==> src/rtl/alu_pkg.sv <==
// Shared op codes, FSM encoding and latency helper
// for the sequential ALU.
package alu_pkg;

   localparam logic [2:0] OP_ADD = 3'b000;
   localparam logic [2:0] OP_SUB = 3'b001;
   localparam logic [2:0] OP_MUL = 3'b010;
   localparam logic [2:0] OP_DIV = 3'b011;
   localparam logic [2:0] OP_MOD = 3'b100;

   typedef enum logic [1:0] {
      IDLE = 2'd0,
      CALC = 2'd1,
      FIX  = 2'd2
   } state_t;

   // Accept-to-done latency of mul/div/mod.
   function automatic int calc_latency(input int width);
      return width + 1;
   endfunction

endpackage

==> src/rtl/alu_iter_core.sv <==
// Magnitude-only shift/accumulate datapath:
// shift-add multiply or restoring divide, one step per enable.
module alu_iter_core #(
   parameter int WIDTH = 16
) (
   input  logic               clk,
   input  logic               rst_n,
   input  logic               load,
   input  logic               en,
   input  logic               div_mode,
   input  logic [WIDTH-1:0]   a,
   input  logic [WIDTH-1:0]   b,
   output logic [2*WIDTH-1:0] acc_nxt,
   output logic               last
);

   localparam int SW = $clog2(WIDTH);

   // hi half: partial product / remainder
   // lo half: shift register (multiplier / dividend -> quotient)
   logic [2*WIDTH-1:0] acc;
   logic [WIDTH-1:0]   dvs;
   logic               mode_q;
   logic [SW-1:0]      step;

   logic [WIDTH:0] sum;
   logic [WIDTH:0] part;
   logic [WIDTH:0] diff;

   assign last = step == SW'(WIDTH - 1);

   // One iteration of the selected algorithm.
   always_comb begin
      sum  = {1'b0, acc[2*WIDTH-1:WIDTH]}
           + (acc[0] ? {1'b0, dvs} : {(WIDTH+1){1'b0}});
      part = {acc[2*WIDTH-1:WIDTH], acc[WIDTH-1]};
      diff = part - {1'b0, dvs};
      if (mode_q) begin
         if (!diff[WIDTH])
            acc_nxt = {diff[WIDTH-1:0], acc[WIDTH-2:0], 1'b1};
         else
            acc_nxt = {part[WIDTH-1:0], acc[WIDTH-2:0], 1'b0};
      end else begin
         acc_nxt = {sum, acc[WIDTH-1:1]};
      end
   end

   // Operand load and per-step register update.
   always_ff @(posedge clk or negedge rst_n) begin
      if (!rst_n) begin
         acc    <= '0;
         dvs    <= '0;
         mode_q <= 1'b0;
         step   <= '0;
      end else if (load) begin
         acc    <= {{WIDTH{1'b0}}, a};
         dvs    <= b;
         mode_q <= div_mode;
         step   <= '0;
      end else if (en) begin
         acc    <= acc_nxt;
         step   <= step + SW'(1);
      end
   end

endmodule

==> src/rtl/seq_alu.sv <==
// Sequential ALU: single-cycle add/sub, iterative
// mul/div/mod with start/done handshake and flags.
module seq_alu
   import alu_pkg::*;
#(
   parameter int WIDTH = 16
) (
   input  logic             clk,
   input  logic             rst_n,
   input  logic             start,
   input  logic [2:0]       op,
   input  logic [WIDTH-1:0] tmp1,
   input  logic [WIDTH-1:0] tmp2,
   output logic             busy,
   output logic             done,
   output logic [WIDTH-1:0] result,
   output logic             zero,
   output logic             overflow,
   output logic             div_zero
);

   localparam int W = WIDTH;

   state_t state;
   state_t state_nxt;

   logic [2:0]     op_q;
   logic           neg_a;
   logic           neg_b;
   logic           sgn;
   logic           b_zero;
   logic           div_op;
   logic           long_op;
   logic           accept;
   logic           load;
   logic           last;
   logic [W-1:0]   a_mag;
   logic [W-1:0]   b_mag;
   logic [W-1:0]   add_r;
   logic [W-1:0]   sub_r;
   logic [W-1:0]   lo;
   logic [W-1:0]   hi;
   logic [2*W-1:0] acc_nxt;
   logic [2*W-1:0] prod;
   logic [W-1:0]   res_nxt;
   logic           ovf_nxt;
   logic           dz_nxt;
   logic           upd;

   assign b_zero  = tmp2 == '0;
   assign div_op  = (op == OP_DIV) || (op == OP_MOD);
   assign long_op = (op == OP_MUL) || (div_op && !b_zero);
   assign accept  = start && (state != CALC);
   assign a_mag   = tmp1[W-1] ? -tmp1 : tmp1;
   assign b_mag   = tmp2[W-1] ? -tmp2 : tmp2;
   assign add_r   = tmp1 + tmp2;
   assign sub_r   = tmp1 - tmp2;
   assign busy    = state == CALC;
   assign done    = state == FIX;
   assign sgn     = neg_a ^ neg_b;
   assign lo      = acc_nxt[W-1:0];
   assign hi      = acc_nxt[2*W-1:W];
   assign prod    = sgn ? -acc_nxt : acc_nxt;

   alu_iter_core #(.WIDTH(W)) u_core (
      .clk      (clk),
      .rst_n    (rst_n),
      .load     (load),
      .en       (busy),
      .div_mode (op != OP_MUL),
      .a        (a_mag),
      .b        (b_mag),
      .acc_nxt  (acc_nxt),
      .last     (last)
   );

   // Next state; the done cycle (FIX) also accepts a new start.
   always_comb begin
      state_nxt = state;
      load      = 1'b0;
      case (state)
         IDLE, FIX: begin
            state_nxt = IDLE;
            if (start) begin
               load      = long_op;
               state_nxt = long_op ? CALC : FIX;
            end
         end
         CALC: if (last) state_nxt = FIX;
         default: state_nxt = IDLE;
      endcase
   end

   // Result and flags for short ops at accept, long ops on last step.
   always_comb begin
      res_nxt = '0;
      ovf_nxt = 1'b0;
      dz_nxt  = 1'b0;
      upd     = 1'b0;
      if (accept && !long_op) begin
         upd = 1'b1;
         case (op)
            OP_ADD: begin
               res_nxt = add_r;
               ovf_nxt = (tmp1[W-1] == tmp2[W-1])
                      && (add_r[W-1] != tmp1[W-1]);
            end
            OP_SUB: begin
               res_nxt = sub_r;
               ovf_nxt = (tmp1[W-1] != tmp2[W-1])
                      && (sub_r[W-1] != tmp1[W-1]);
            end
            OP_DIV, OP_MOD: dz_nxt = 1'b1;
            default: ;
         endcase
      end else if (busy && last) begin
         upd = 1'b1;
         case (op_q)
            OP_MUL: begin
               res_nxt = prod[W-1:0];
               ovf_nxt = prod != {{W{prod[W-1]}}, prod[W-1:0]};
            end
            OP_DIV: begin
               res_nxt = sgn ? -lo : lo;
               ovf_nxt = !sgn && lo[W-1];
            end
            default: res_nxt = neg_a ? -hi : hi;
         endcase
      end
   end

   // State register.
   always_ff @(posedge clk or negedge rst_n) begin
      if (!rst_n) state <= IDLE;
      else        state <= state_nxt;
   end

   // Latch op and operand signs for the long path.
   always_ff @(posedge clk or negedge rst_n) begin
      if (!rst_n) begin
         op_q  <= OP_ADD;
         neg_a <= 1'b0;
         neg_b <= 1'b0;
      end else if (load) begin
         op_q  <= op;
         neg_a <= tmp1[W-1];
         neg_b <= tmp2[W-1];
      end
   end

   // Registered result and flags, held until the next completion.
   always_ff @(posedge clk or negedge rst_n) begin
      if (!rst_n) begin
         result   <= '0;
         zero     <= 1'b0;
         overflow <= 1'b0;
         div_zero <= 1'b0;
      end else if (upd) begin
         result   <= res_nxt;
         zero     <= res_nxt == '0;
         overflow <= ovf_nxt;
         div_zero <= dz_nxt;
      end
   end

endmodule

==> config.mk <==
export PLATFORM = sky130hd
export DESIGN_NAME = seq_alu
export DESIGN_NICKNAME = d
export VERILOG_FILES = /design/src/rtl/alu_pkg.sv /design/src/rtl/alu_iter_core.sv /design/src/rtl/seq_alu.sv
export SDC_FILE = /design/constraint.sdc
export NUM_CORES = 1
export LEC_CHECK = 0
export BUFFER_PORTS_ARGS = -buffer_cell sky130_fd_sc_hd__buf_2
export CAP_MARGIN = 10
export CORE_MARGIN = 1.5
export CORE_UTILIZATION = 35
export CTS_CLUSTER_DIAMETER = 150
export DETAILED_ROUTE_END_ITERATION = 12
export PLACE_DENSITY = 0.53
export SETUP_SLACK_MARGIN = 0.5
export SYNTH_ARGS = -nofsm -noshare
export SYNTH_HDL_FRONTEND = slang
export SYNTH_SLANG_ARGS = --single-unit
==> constraint.sdc <==
create_clock -name clk -period 6.81 [get_ports clk]
set_input_delay 0.681 -clock clk [delete_from_list [all_inputs] [get_ports clk]]
set_output_delay 0.681 -clock clk [all_outputs]
set_load 0.1 [all_outputs]
==> results of run 1 <==
[layout make-up]
class / count / area [um2]
Multi-Input combinational cell: 996 / 6680
Tap cell: 330 / 413
Sequential cell: 79 / 1980
Inverter: 65 / 244
Clock inverter: 6 / 45.0
Fill cell: 2714 / 15400
Timing Repair Buffer: 73 / 405
Clock buffer: 10 / 229
[cell families (layout without fill, tap and decap cells)]
kind of cell | Yosys count | after routing
buffers and inverters | 125 | 154
DFF | 79 | 79
AOI/OAI and AO/OA | 379 | 379
adders and majority gates | 71 | 71
xor gates and xnor gates | 103 | 103
muxes | 34 | 34
and+or+nand+nor | 409 | 409
[layer usage]
layer,vias up,routed length [um]
li1,4421,-
met3,52,1710
met5,-,0
met4,0,1010
met2,235,14000
met1,4319,14200
[flip-flops by register name (all words and copies together) (netlist names)]
| register | count |
|---|---|
| op_q | 3 |
| div_zero | 1 |
| overflow | 1 |
| neg_a | 1 |
| result | 16 |
| u_core.step | 4 |
| neg_b | 1 |
| state | 2 |
| u_core.dvs | 16 |
| zero | 1 |
| u_core.acc | 32 |
| u_core.mode_q | 1 |
[where the power goes]
group | leakage, nW | internal, W | total [W] | switching, W
clock | 0.126 | 0.000249 | 0.000472 | 0.000223
sequential | 0.972 | 0.000677 | 0.000956 | 0.000278
combinational | 3.21 | 0.00157 | 0.00445 | 0.00288
[stage by stage]
step / utilization [%] / setup slack, ns / std cells
after floorplan: - / 1.69 / 1200
after global placement: 38.3 / 1.47 / 1543
after detailed placement: 38.3 / 1.32 / 1543
after CTS: 39.3 / 1.31 / 1559
after global routing: 39.3 / 0.893 / 1559
final: 39.3 / 1.28 / 1559
[synthesized netlist by cell type (10+ instances only)]
cell type	n
nand2_1	120
o21ai_0	104
nor2_1	89
dfrtp_1	79
a21oi_1	77
ha_1	67
inv_1	64
xnor2_1	61
xor2_1	42
nand3_1	41
clkbuf_1	40
nor3_1	35
mux2i_1	28
a31oi_1	24
and2_1	21
o211ai_1	21
o31ai_1	21
nor2b_1	20
a21o_1	16
nor4_1	16
or3_1	14
buf_2	12
nand2b_1	11
o21a_1	11
a221oi_1	10
[final timing paths]
path	to	slack, ns	cells past startpoint	start
max	overflow$_DFFE_PN0P_	1.28	23	u_core.acc[15]$_DFFE_PN0P_
min	u_core.dvs[9]$_DFFE_PN0P_	0.28	1	rst_n
max reg2reg	overflow$_DFFE_PN0P_	1.28	23	u_core.acc[15]$_DFFE_PN0P_
min reg2reg	result[0]$_DFFE_PN0P_	0.48	1	result[0]$_DFFE_PN0P_
max in group asynchronous	u_core.mode_q$_DFFE_PN0P_	5.52	2	rst_n
min in group clk	result[0]$_DFFE_PN0P_	0.48	1	result[0]$_DFFE_PN0P_
[critical path: stages, from the launching register on]
cell and delay, ns:
dfrtp_1 0.40, inv_1 0.08, ha_1 0.15, inv_1 0.05
fa_1 0.43, a211oi_2 0.29, o211ai_2 0.17, a21o_1 0.22
a211oi_2 0.25, o21ai_0 0.20, inv_1 0.15, ha_1 0.22
o21ai_0 0.12, or2_2 0.30, nor2_1 0.21, and4_1 0.33
nand2_1 0.13, nor4_4 0.43, and2b_1 0.26, nor2_1 0.07
xor2_1 0.14, or4b_1 0.53, o22ai_1 0.16, a31oi_1 0.09
==> results_dict.tcl, run 1 <==
set metrics [dict create \
    outcome "finished clean" \
    grtUsageMet2_pct 37.3 \
    finClkSkew_ns 0.0104 \
    routed_wl_um 30900 \
    ys_async_sr_fraction_pct 100 \
    portBuffers 58 \
    final_cell_mix "nand2_1, o21ai_0, nor2_1" \
    cts_inserted_buffers 9 \
    fp.dieH_um 165 \
    syn_inst 1200 \
    top_usage_layer "met2" \
    gr-total-overflow 0 \
    synth-compound-area-share_pct 27.3 \
    cp_max_fo 9 \
    min_period_ns 5.53 \
    netlist-cell-type-count 78 \
    hpwl_um 24300 \
    initial_core_util_pct 36.0 \
    final_antenna_net_count 0 \
    criticalPathCategory "reg2reg" \
    antenna_found_initial 0 \
    rsz0062_at_grt "no" \
    cts_hold_buf 0 \
    cts_buffer_depth 2 \
    met1_usage_pct 31.8 \
    layout-drive-gt1-share_pct 10.1 \
    initialDrtViolationCount 726 \
    syn_avg_cell_area_um2 7.61 \
    cts_tree "yes" \
    clock-root-buffer "clkbuf_16" \
    core_area_um2 25400 \
    mostFrequentLayoutCell "nand2_1" \
    ys.flop_type "dfrtp_1" \
    cts_max_level 3 \
    synthAdderAreaFrac_pct 10.1 \
    slew_headroom_pct 35.5 \
    yosysTopAreaCell "dfrtp_1" \
    track_usage_pct 23.4 \
    synth.area.top_cells "dfrtp_1, ha_1, xnor2_1, o21ai_0, nand2_1" \
    fin_hold_ws_ns 0.276 \
    wl_per_cell_um 19.8 \
    yosysWarnings 0 \
    finalMaxSlewViolations 0 \
    postPlaceCellArea_um2 9720 \
    setup_viol 0 \
    grt_max_degree 54 \
    timing.critical_path.from_type "register" \
    final_nets 1333 \
    area_delta_synth_final_pct 9.38 \
    end_kind "register" \
    gr-usage-met3_pct 3.49 \
    antenna_cells 0 \
    insertion_delay_ns 0.36 \
    p_leak_nw 4.30 \
    muxShareOfSynthArea_pct 3.81 \
    max_freq_mhz 181 \
    seq_area_frac_synth_pct 21.6 \
    worst_pin_slew_ns 0.964 \
    rows 58 \
    synth_top_area_share_pct 21.6 \
    grt_pass1_wl_um 48400 \
    power.total_w 0.00588 \
    max-cap-violations 0 \
    synth_top_family_by_area "compound AO/OA/AOI/OAI gates" \
    critical_path_arrival_ns 5.76 \
    ys_seq_elements 79 \
    cts.clk_slew.worst_paths_ns 0.07 \
    hold_class "in2async" \
    required_ns 7.04 \
    pin_count 59 \
    synthesis.nets 1309 \
    stdcell_area_um2 9990 \
    synth-simple-area-share_pct 21.9 \
    vias 9027 \
    synth_xor_area_share_pct 9.87 \
    viasPerCell 5.79 \
    timing.final.crit_share_pct 81.2 \
    route.detailed.drc 0 \
    cts_resized 0 \
    first_global_vias 8591 \
    firstDrtPassIters 7 \
    clock-sinks 79 \
    netlist_area_um2 9140 \
    synth_edf_count 0 \
    die_area_um2 27100 \
    cts_setup_buffers 0 \
    fin_setup_tns_ns 0 \
    p_per_area_nw_per_um2 588 \
    die_x_um 165 \
    ir_drop_mv 0.248 \
    place_congestion 0.932 \
    hold_viol 0 \
]
Power figures use the tool's default switching activity.
==> run 2, diff against run 1 <==
--- a/config.mk
+++ b/config.mk
@@ -11,7 +11,7 @@
 export CORE_UTILIZATION = 35
 export CTS_CLUSTER_DIAMETER = 150
 export DETAILED_ROUTE_END_ITERATION = 12
-export PLACE_DENSITY = 0.53
+export PLACE_DENSITY = 0.55
 export SETUP_SLACK_MARGIN = 0.5
 export SYNTH_ARGS = -nofsm -noshare
 export SYNTH_HDL_FRONTEND = slang
==> constraint.sdc (replaced) <==
create_clock -name clk -period 4.8 [get_ports clk]
set_input_delay 0.48 -clock clk [delete_from_list [all_inputs] [get_ports clk]]
set_output_delay 0.48 -clock clk [all_outputs]
set_load 0.1 [all_outputs]
==> results_dict.tcl, run 2 (synthesized netlist as in run 1, its figures left out) <==
set metrics [dict create \
    outcome "finished clean" \
    firstDrtPassIters 7 \
    insertion_delay_ns 0.36 \
    gr-total-overflow 0 \
    critical_path_arrival_ns 4.76 \
    cp_max_fo 2 \
    antenna_cells 0 \
    hold_viol 0 \
    hpwl_um 25900 \
    timing.critical_path.from_type "register" \
    fin_setup_tns_ns 0 \
    cts_inserted_buffers 9 \
    mostFrequentLayoutCell "nand2_1" \
    area_delta_synth_final_pct 17.7 \
    dp.cells 1589 \
    worst_pin_slew_ns 0.790 \
    cts_tree "yes" \
    slew_headroom_pct 47.0 \
    final_cell_mix "nand2_1, o21ai_0, nor2_1" \
    grt_max_degree 46 \
    end_kind "register" \
    wl_per_cell_um 20.1 \
    max_freq_mhz 221 \
    clock-root-buffer "clkbuf_16" \
    rsz0062_at_grt "yes" \
    stdcell_count 1623 \
    min_period_ns 4.53 \
    finalMaxSlewViolations 0 \
    grt_pass1_wl_um 51300 \
    place_congestion 0.989 \
    rr_worst_depth 22 \
    largest_register_ffs 32 \
    route.detailed.drc 0 \
    final_nets 1397 \
    slowest_stage "or4_4" \
    cts.clk_slew.worst_paths_ns 0.06 \
    layout-drive-gt1-share_pct 17.4 \
    first_global_vias 9121 \
    pin_count 59 \
    reg_top3 "u_core.acc x32, result x16, u_core.dvs x16" \
    die_area_um2 27100 \
    cts_hold_buf 0 \
    track_usage_pct 24.7 \
    viasPerCell 5.79 \
    criticalPathCategory "reg2reg" \
    initialDrtViolationCount 746 \
    hold_class "in2async" \
    top_register "u_core.acc" \
    postPlaceCellArea_um2 10100 \
    cts_buffer_depth 2 \
    fp.dieH_um 165 \
    stdcell_area_um2 10800 \
    setup_viol 0 \
    final_antenna_net_count 0 \
    antenna_found_initial 0 \
    path_cells "inv_2, ha_4, inv_2, fa_2, a211oi_4, o211ai_2, a21o_1, a211oi_2, o21ai_2, inv_1, ha_2, o21ai_2, or4_4, nor4_4, nand2_1, or3_1, and3_1, a211o_1, a211oi_2, o2111ai_1, o41ai_2, a31oi_1" \
    cts_max_level 3 \
    timing.final.crit_share_pct 94.4 \
    die_x_um 165 \
    initial_core_util_pct 36.0 \
    crit_path_max_incr_delay_ns 0.43 \
    max-cap-violations 0 \
    core_area_um2 25400 \
    vias 9392 \
    clock-sinks 79 \
    required_ns 5.03 \
    finClkSkew_ns 0.0111 \
    portBuffers 58 \
    fill_cells 2710 \
    routed_wl_um 32600 \
    rows 58 \
]
-- run 2: cell type report --
type	count	area, um2	share of cell area [%]
inverters	65	244	2.27
flip-flops and latches	79	1980	18.4
multi-input cells	996	6940	64.5
clock inverters	6	51.3	0.477
clock buffers	10	239	2.22
repair buffers	137	893	8.31
well taps	330	413	3.84
-- run 2: through the flow --
stage | utilization [%] | worst slack [ns] | hold WS [ns]
floorplan | - | -0.170 | 0.184
global placement | 39.8 | 0.0206 | 0.456
detailed placement | 39.8 | -0.0837 | 0.460
CTS | 41.9 | 0.360 | 0.106
global route | 42.3 | 0.0609 | 0.131
finish | 42.3 | 0.268 | 0.0980
-- run 2: critical path: cells and delay by family (launching register included) --
family          cells  cell delay, ns
compound gates     11            1.86
simple gates        5            1.29
fa+ha+maj           3            0.68
flops               1            0.38
buf+inv             3            0.20
-- run 2: what timing repair did --
action,4_1_cts,5_1_grt
endpoints found under the setup margin,7,9
gates resized for setup,25,16
pin swaps,24,7
endpoints found under the hold margin,0,0
buffers inserted,13,5
-- run 2: worst paths after layout --
path                                              end                       start  slack [ns]
min in group clk                  op_q[1]$_DFFE_PN0P_                       op[1]        0.40
max reg2reg                      overflow$_DFFE_PN0P_  u_core.acc[15]$_DFFE_PN0P_        0.27
max in group asynchronous   u_core.mode_q$_DFFE_PN0P_                       rst_n        3.71
min                        u_core.dvs[10]$_DFFE_PN0P_                       rst_n         0.1
max                              overflow$_DFFE_PN0P_  u_core.acc[15]$_DFFE_PN0P_        0.27
min reg2reg                     result[4]$_DFFE_PN0P_       result[4]$_DFFE_PN0P_        0.47
-- run 2: routing by layer --
| layer | GRT usage, % | vias up | wire (um) |
|---|---|---|---|
| met1 | 33.2 | 4522 | 15000 |
| met4 | 7.37 | 0 | 889 |
| met5 | 0 | - | 0 |
| met3 | 3.49 | 50 | 1620 |
| li1 | - | 4557 | - |
| met2 | 40.8 | 263 | 15100 |
Power of run 2 is left out: the tool's default activity adds up to more than one toggle a clock period on the data nets, which glitch-free logic cannot reach.
